[src/rtl/exec_unit_pipe_if.sv]
// Handshake and data bundle between decode/register-read, the execute
// stage and writeback. The master side presents instructions and consumes
// results; the slave side is the execute unit.
interface exec_unit_pipe_if #(
    parameter int DATA_W = 16,
    parameter int IMM_W  = 12
);
    logic              in_valid;
    logic              in_ready;
    logic [3:0]        opcode;
    logic [IMM_W-1:0]  operand;
    logic [DATA_W-1:0] read_data1;
    logic [DATA_W-1:0] read_data2;
    logic              out_valid;
    logic              out_ready;
    logic [DATA_W-1:0] result;
    logic              N;
    logic              Z;
    logic              busy;

    modport master (
        output in_valid, opcode, operand, read_data1, read_data2, out_ready,
        input  in_ready, out_valid, result, N, Z, busy
    );

    modport slave (
        input  in_valid, opcode, operand, read_data1, read_data2, out_ready,
        output in_ready, out_valid, result, N, Z, busy
    );
endinterface

[src/rtl/exec_unit_pipe.sv]
// Registered execute stage: single-cycle ALU/immediate ops plus an
// iterative shift-add multiplier retiring MUL_BPC multiplier bits per cycle.
// Results and N/Z flags sit in an output register behind valid/ready.
module exec_unit_pipe #(
    parameter int DATA_W  = 16,
    parameter int IMM_W   = 12,
    parameter int MUL_BPC = 1
) (
    input  logic            clk,
    input  logic            reset,
    exec_unit_pipe_if.slave bus
);
    localparam int MUL_ITER = DATA_W / MUL_BPC;
    localparam int SH_W     = $clog2(DATA_W);
    localparam int CNT_W    = $clog2(MUL_ITER + 1);
    localparam logic [CNT_W-1:0] LAST_ITER = CNT_W'(MUL_ITER - 1);

    localparam logic [3:0] OP_LOAD = 4'b0000;
    localparam logic [3:0] OP_ADD  = 4'b0001;
    localparam logic [3:0] OP_SUB  = 4'b0010;
    localparam logic [3:0] OP_AND  = 4'b0011;
    localparam logic [3:0] OP_OR   = 4'b0100;
    localparam logic [3:0] OP_XOR  = 4'b0101;
    localparam logic [3:0] OP_SHL  = 4'b0110;
    localparam logic [3:0] OP_JMP  = 4'b0111;
    localparam logic [3:0] OP_MUL  = 4'b1000;
    localparam logic [3:0] OP_SHR  = 4'b1001;

    typedef enum logic {S_IDLE, S_MUL} state_t;

    state_t            state_reg, state_next;
    logic              in_ready, busy, accept, mul_last;
    logic              out_valid_reg, n_reg, z_reg, sets_flags;
    logic [DATA_W-1:0] result_reg, alu_result;
    logic [DATA_W-1:0] mcand_reg, mplier_reg, acc_reg, mul_sum;
    logic [CNT_W-1:0]  iter_reg;
    logic [SH_W-1:0]   shamt;
    logic [DATA_W-1:0] pp [MUL_BPC];

    assign shamt    = bus.read_data2[SH_W-1:0];
    assign accept   = bus.in_valid && in_ready;
    assign mul_last = (state_reg == S_MUL) && (iter_reg == LAST_ITER);

    assign bus.in_ready  = in_ready;
    assign bus.busy      = busy;
    assign bus.out_valid = out_valid_reg;
    assign bus.result    = result_reg;
    assign bus.N         = n_reg;
    assign bus.Z         = z_reg;

    // State register; reset abandons any multiply in flight.
    always_ff @(posedge clk) begin
        if (reset) state_reg <= S_IDLE;
        else       state_reg <= state_next;
    end

    // Next state: enter MUL on an accepted multiply, leave on its last step.
    always_comb begin
        state_next = state_reg;
        case (state_reg)
            S_IDLE:  if (accept && bus.opcode == OP_MUL) state_next = S_MUL;
            S_MUL:   if (mul_last) state_next = S_IDLE;
            default: state_next = S_IDLE;
        endcase
    end

    // Handshake outputs: accept only when idle and the result slot frees up.
    always_comb begin
        busy     = (state_reg == S_MUL);
        in_ready = !reset && (state_reg == S_IDLE) && (!out_valid_reg || bus.out_ready);
    end

    // Single-cycle datapath and whether the op updates N/Z.
    always_comb begin
        alu_result = bus.read_data1;
        sets_flags = 1'b1;
        case (bus.opcode)
            OP_LOAD, OP_JMP: begin
                alu_result = {{(DATA_W-IMM_W){1'b0}}, bus.operand};
                sets_flags = 1'b0;
            end
            OP_ADD:  alu_result = bus.read_data1 + bus.read_data2;
            OP_SUB:  alu_result = bus.read_data1 - bus.read_data2;
            OP_AND:  alu_result = bus.read_data1 & bus.read_data2;
            OP_OR:   alu_result = bus.read_data1 | bus.read_data2;
            OP_XOR:  alu_result = bus.read_data1 ^ bus.read_data2;
            OP_SHL:  alu_result = bus.read_data1 << shamt;
            OP_SHR:  alu_result = bus.read_data1 >> shamt;
            OP_MUL:  alu_result = bus.read_data1;
            default: sets_flags = 1'b0;
        endcase
    end

    // Partial products for the low MUL_BPC multiplier bits of this step.
    genvar gi;
    generate
        for (gi = 0; gi < MUL_BPC; gi++) begin : g_pp
            assign pp[gi] = mplier_reg[gi] ? (mcand_reg << gi) : '0;
        end
    endgenerate

    // Accumulator plus this step's partial products (low DATA_W bits only).
    always_comb begin
        mul_sum = acc_reg;
        for (int k = 0; k < MUL_BPC; k++) begin
            mul_sum = mul_sum + pp[k];
        end
    end

    // Output register, flags and multiplier iteration state.
    always_ff @(posedge clk) begin
        if (reset) begin
            out_valid_reg <= 1'b0;
            result_reg    <= '0;
            n_reg         <= 1'b0;
            z_reg         <= 1'b0;
            mcand_reg     <= '0;
            mplier_reg    <= '0;
            acc_reg       <= '0;
            iter_reg      <= '0;
        end else begin
            if (out_valid_reg && bus.out_ready) begin
                out_valid_reg <= 1'b0;
            end
            if (accept) begin
                if (bus.opcode == OP_MUL) begin
                    mcand_reg  <= bus.read_data1;
                    mplier_reg <= bus.read_data2;
                    acc_reg    <= '0;
                    iter_reg   <= '0;
                end else begin
                    result_reg    <= alu_result;
                    out_valid_reg <= 1'b1;
                    if (sets_flags) begin
                        n_reg <= alu_result[DATA_W-1];
                        z_reg <= (alu_result == '0);
                    end
                end
            end else if (state_reg == S_MUL) begin
                acc_reg    <= mul_sum;
                mcand_reg  <= mcand_reg << MUL_BPC;
                mplier_reg <= mplier_reg >> MUL_BPC;
                iter_reg   <= iter_reg + 1'b1;
                if (mul_last) begin
                    result_reg    <= mul_sum;
                    out_valid_reg <= 1'b1;
                    n_reg         <= mul_sum[DATA_W-1];
                    z_reg         <= (mul_sum == '0);
                end
            end
        end
    end
endmodule

[src/flat_wrapper.sv]
// flat-port wrapper written by rule: the top's interface ports become plain ports
module exec_unit_pipe_flat 
#(
    parameter int DATA_W  = 16,
    parameter int IMM_W   = 12,
    parameter int MUL_BPC = 1
)
  (clk, reset, bus_in_valid, bus_opcode, bus_operand, bus_read_data1, bus_read_data2, bus_out_ready, bus_in_ready, bus_out_valid, bus_result, bus_N, bus_Z, bus_busy);
  exec_unit_pipe_if #(.DATA_W(DATA_W), .IMM_W(IMM_W)) bus_i ();
  input  logic clk;
  input  logic reset;
  input wire logic [$bits(bus_i.in_valid)-1:0] bus_in_valid;
  input wire logic [$bits(bus_i.opcode)-1:0] bus_opcode;
  input wire logic [$bits(bus_i.operand)-1:0] bus_operand;
  input wire logic [$bits(bus_i.read_data1)-1:0] bus_read_data1;
  input wire logic [$bits(bus_i.read_data2)-1:0] bus_read_data2;
  input wire logic [$bits(bus_i.out_ready)-1:0] bus_out_ready;
  output wire logic [$bits(bus_i.in_ready)-1:0] bus_in_ready;
  output wire logic [$bits(bus_i.out_valid)-1:0] bus_out_valid;
  output wire logic [$bits(bus_i.result)-1:0] bus_result;
  output wire logic [$bits(bus_i.N)-1:0] bus_N;
  output wire logic [$bits(bus_i.Z)-1:0] bus_Z;
  output wire logic [$bits(bus_i.busy)-1:0] bus_busy;
  assign bus_i.in_valid = bus_in_valid;
  assign bus_i.opcode = bus_opcode;
  assign bus_i.operand = bus_operand;
  assign bus_i.read_data1 = bus_read_data1;
  assign bus_i.read_data2 = bus_read_data2;
  assign bus_i.out_ready = bus_out_ready;
  assign bus_in_ready = bus_i.in_ready;
  assign bus_out_valid = bus_i.out_valid;
  assign bus_result = bus_i.result;
  assign bus_N = bus_i.N;
  assign bus_Z = bus_i.Z;
  assign bus_busy = bus_i.busy;
  exec_unit_pipe #(.DATA_W(DATA_W), .IMM_W(IMM_W), .MUL_BPC(MUL_BPC)) u_core (.clk(clk), .reset(reset), .bus(bus_i));
endmodule
[config.mk]
export PLATFORM = sky130hd
export DESIGN_NAME = exec_unit_pipe_flat
export DESIGN_NICKNAME = d
export VERILOG_FILES = /design/src/rtl/exec_unit_pipe_if.sv /design/src/rtl/exec_unit_pipe.sv /design/src/flat_wrapper.sv
export SDC_FILE = /design/constraint.sdc
export NUM_CORES = 1
export LEC_CHECK = 0
export CAP_MARGIN = 20
export CORE_ASPECT_RATIO = 1.25
export CORE_MARGIN = 2
export CORE_UTILIZATION = 54
export DETAILED_ROUTE_END_ITERATION = 16
export PLACE_DENSITY = 0.8
export SYNTH_ARGS = -nofsm -noshare
export SYNTH_HDL_FRONTEND = slang
export SYNTH_SLANG_ARGS = --single-unit
[constraint.sdc]
create_clock -name clk -period 4.5 [get_ports clk]
set_clock_uncertainty 0.2 [all_clocks]
set_input_delay 0.9 -clock clk [delete_from_list [all_inputs] [get_ports clk]]
set_output_delay 0.9 -clock clk [all_outputs]
set_load 0.05 [all_outputs]
==> results.txt <==
Status = complete, no violations
Row cnt = 49
Die area = 15500 um2
Finish-stage setup viols = 0
Register area share after synthesis = 18.7%
Die Wd = 112 um
Netlist cell types = 78
Reg2reg setup slack = 1.05 ns
Switching share of power = 35.8%
Maxcap violations = 0
Sequential power share = 29.3%
Worst EP arrival = 4.45 ns
Post-Route WL = 32100 um
Post-synth top flop = dfxtp_1
Combinational power share = 38.9%
VDD IR max = 0.000434 V
#FFs+latches synth = 73
Tmin final = 4.37 ns
Max Slew Vio Count = 0
Critical path capture point type = flop
Reg2Reg Launch Point = u_core.mplier_reg[0]$_SDFFE_PP0P_
CP startpoint = bus_read_data2[1]
Cell-internal power = 1.49 mW
Final HPWL DP = 25000 um
Latest clock arrival within the worst-skew pair = 0.35 ns
Drt first-iter violations = 885
CTS root buf = clkbuf_16
Placed Instance Area = 9590 um2
Die H = 139 um
Clk slew on worst S/H paths = 0.07 ns
First-pass detailed-route iteration total = 6
Largest net degree at the start of global routing = 76
GP Congestion = 1.06
Worst Min Path Start = u_core.bus.result[2]$_SDFFE_PP0P_
Clock sinks = 73
Leak = 4.31 nW
Worst r2r dst = u_core.bus.Z$_SDFFE_PP0P_
Vias = 9023
Cells after Synth = 1049
Vias in the first global route = 8859
Crit Path Max Fanout = 3
Endpoints failing hold = 0
RSZ-0062 raised after global routing = false
Syn_area_per_cell = 7.46 um2
H-tree levels = 3
Final ANT Viol Nets = 0
Total core area = 14300 um2
Clk pwr share = 31.7%
Initial antenna violation count = 0
Routed len/inst = 23.0 um
Diodes inserted = 0
Vias per cell = 6.46
Critical path class = input port to flop
First-pass GRT wire length = 49800 um
IO Count = 73
# placed instances = 1375
Required time of the critical path = 4.58 ns
Mapped Area = 7820 um2
Commonest non-fill, non-tap cell in the layout = buf_4
HP Class = flop to flop
Total GRT Usage = 41.3%
Syn_nets = 1169
Final worst path period share = 97.1%
Layout area overhead = 28.7%
Max-slew headroom = 29.0%
IO buf count = 72
Share of cells above drive strength 1 = 19.8%
Final Instance Count excl. Fillers = 1397
# DRC = 0
Post-synth EDFFs = 0
Worst hold stages = 2
Critical Path Sink = u_core.bus.Z$_SDFFE_PP0P_
R2R depth = 12
CTS Buf Count = 9
Fraction of registers with async set/reset = 0%
Psw = 0.828 mW
Max Clk Rate = 229 MHz
Nets = 1334
YS warnings = 0
GRT overflow = 0
Crit start category = input port
Tightest Pin Transition = 1.06 ns
Design area = 10100 um2
Starting Density = 54.8%
Hold buffers post-CTS = 0
Pwr dens = 230 nW/um2
Most frequent cells in the layout = buf_4, nor2_1, nand2_1, dfxtp_1, a21oi_1
Clk buf depth = 2
TritonCTS clock tree = yes
## through the flow
| step | worst slack [ns] | power (mW) | TNS [ns] | util (%) | hold WS (ns) |
|---|---|---|---|---|---|
| 6_report | 0.132 | 2.32 | 0 | 70.5 | 0.253 |
| 3_5_place_dp | -0.527 | 1.55 | -2.97 | 67.1 | 0.248 |
| 4_1_cts | 0.0000959 | 2.28 | 0 | 69.6 | 0.255 |
| 5_1_grt | 0.00876 | 2.40 | 0 | 70.5 | 0.270 |
| 3_3_place_gp | -0.555 | 1.55 | -2.78 | 67.1 | 0.246 |
| 2_1_floorplan | 0.00472 | 1.16 | 0 | - | 0.248 |
## critical path, stage by stage
cell	delay (ns)
dlygate4sd2_1	0.27
buf_4	0.15
nor2_2	0.14
buf_4	0.14
and2_1	0.13
nand2_1	0.08
nand2_1	0.09
xnor2_1	0.13
ha_1	0.28
a21o_1	0.19
o311a_1	0.38
o32a_1	0.32
a21o_1	0.19
a211o_1	0.27
nand4b_1	0.18
or4_1	0.50
nand3_1	0.10
## Yosys cell counts (all sizes together), types with 4 or more instances
cell type | number | area, um2
o211ai | 14 | 105
and2 | 22 | 138
nor2b | 10 | 62.6
nand2 | 118 | 443
o2111ai | 4 | 35.0
o221ai | 4 | 35.0
buf | 27 | 150
and3 | 21 | 131
a211o | 4 | 35.0
a31oi | 17 | 106
nor3 | 24 | 125
nand2b | 10 | 62.6
clkbuf | 44 | 165
o21bai | 4 | 30.0
mux2i | 25 | 250
nand4 | 8 | 50.1
or2 | 7 | 43.8
o21ai | 46 | 230
a221oi | 4 | 35.0
a21o | 16 | 120
xor2 | 10 | 87.6
a22oi | 12 | 95.1
o32ai | 8 | 77.6
inv | 48 | 180
a211oi | 20 | 155
nor2 | 141 | 529
a311oi | 36 | 315
or3 | 4 | 25.0
nand3 | 12 | 60.1
xnor2 | 25 | 219
mux2 | 10 | 120
o31ai | 5 | 37.5
ha | 66 | 826
dfxtp | 73 | 1460
mux4 | 16 | 360
o22ai | 11 | 68.8
nand3b | 4 | 30.0
nand4b | 4 | 35.0
a21oi | 66 | 330
## routing by layer
metal  part of all wire [%]  GRT usage [%]
met1                     37           47.6
met2                     48           69.3
met3                    6.6           6.25
met4                    8.5           29.8
met5                      0              0
## how the worst min path moves through the flow
stage	endpoint	slack, ns
final	u_core.bus.result[2]$_SDFFE_PP0P_	0.25
after CTS	u_core.bus.result[2]$_SDFFE_PP0P_	0.26
after global routing	u_core.bus.result[2]$_SDFFE_PP0P_	0.27
after global placement	u_core.bus.result[2]$_SDFFE_PP0P_	0.25
after floorplan	u_core.mplier_reg[15]$_SDFFE_PP0P_	0.25
after detailed placement	u_core.bus.result[2]$_SDFFE_PP0P_	0.25
## final cells by class
class,instances,area (um2)
multi-input combinational,855,6010
fill,1223,4220
timing repair buffer,225,1890
sequential,73,1460
clock buffer,10,229
tap,178,223
inverter,50,188
clock inverter,6,67.6
## what timing repair did
item	in CTS	in global routing
gates resized for setup	18	31
pin swaps	8	22
setup endpoints to repair	4	8
buffers inserted	1	5
## power groups by stage
stage / logic [mW] / clock network, mW / registers, mW
3_5_place_dp: 0.858 / 0 / 0.693
6_report: 0.901 / 0.735 / 0.679
4_1_cts: 0.866 / 0.738 / 0.679
5_1_grt: 0.957 / 0.761 / 0.681
3_3_place_gp: 0.856 / 0 / 0.693
2_1_floorplan: 0.431 / 0 / 0.729
## kinds of logic (layout without fill, tap and decap cells)
family	Yosys count	count (layout)	share of synthesized area, %
simple gates	401	401	23.9
compound gates	300	300	26.6
buf+inv	121	291	6.43
flops	73	73	18.7
fa+ha+maj	68	68	11.1
mux	51	51	9.34
xor+xnor	35	35	3.92
Power figures use the tool's default switching activity.
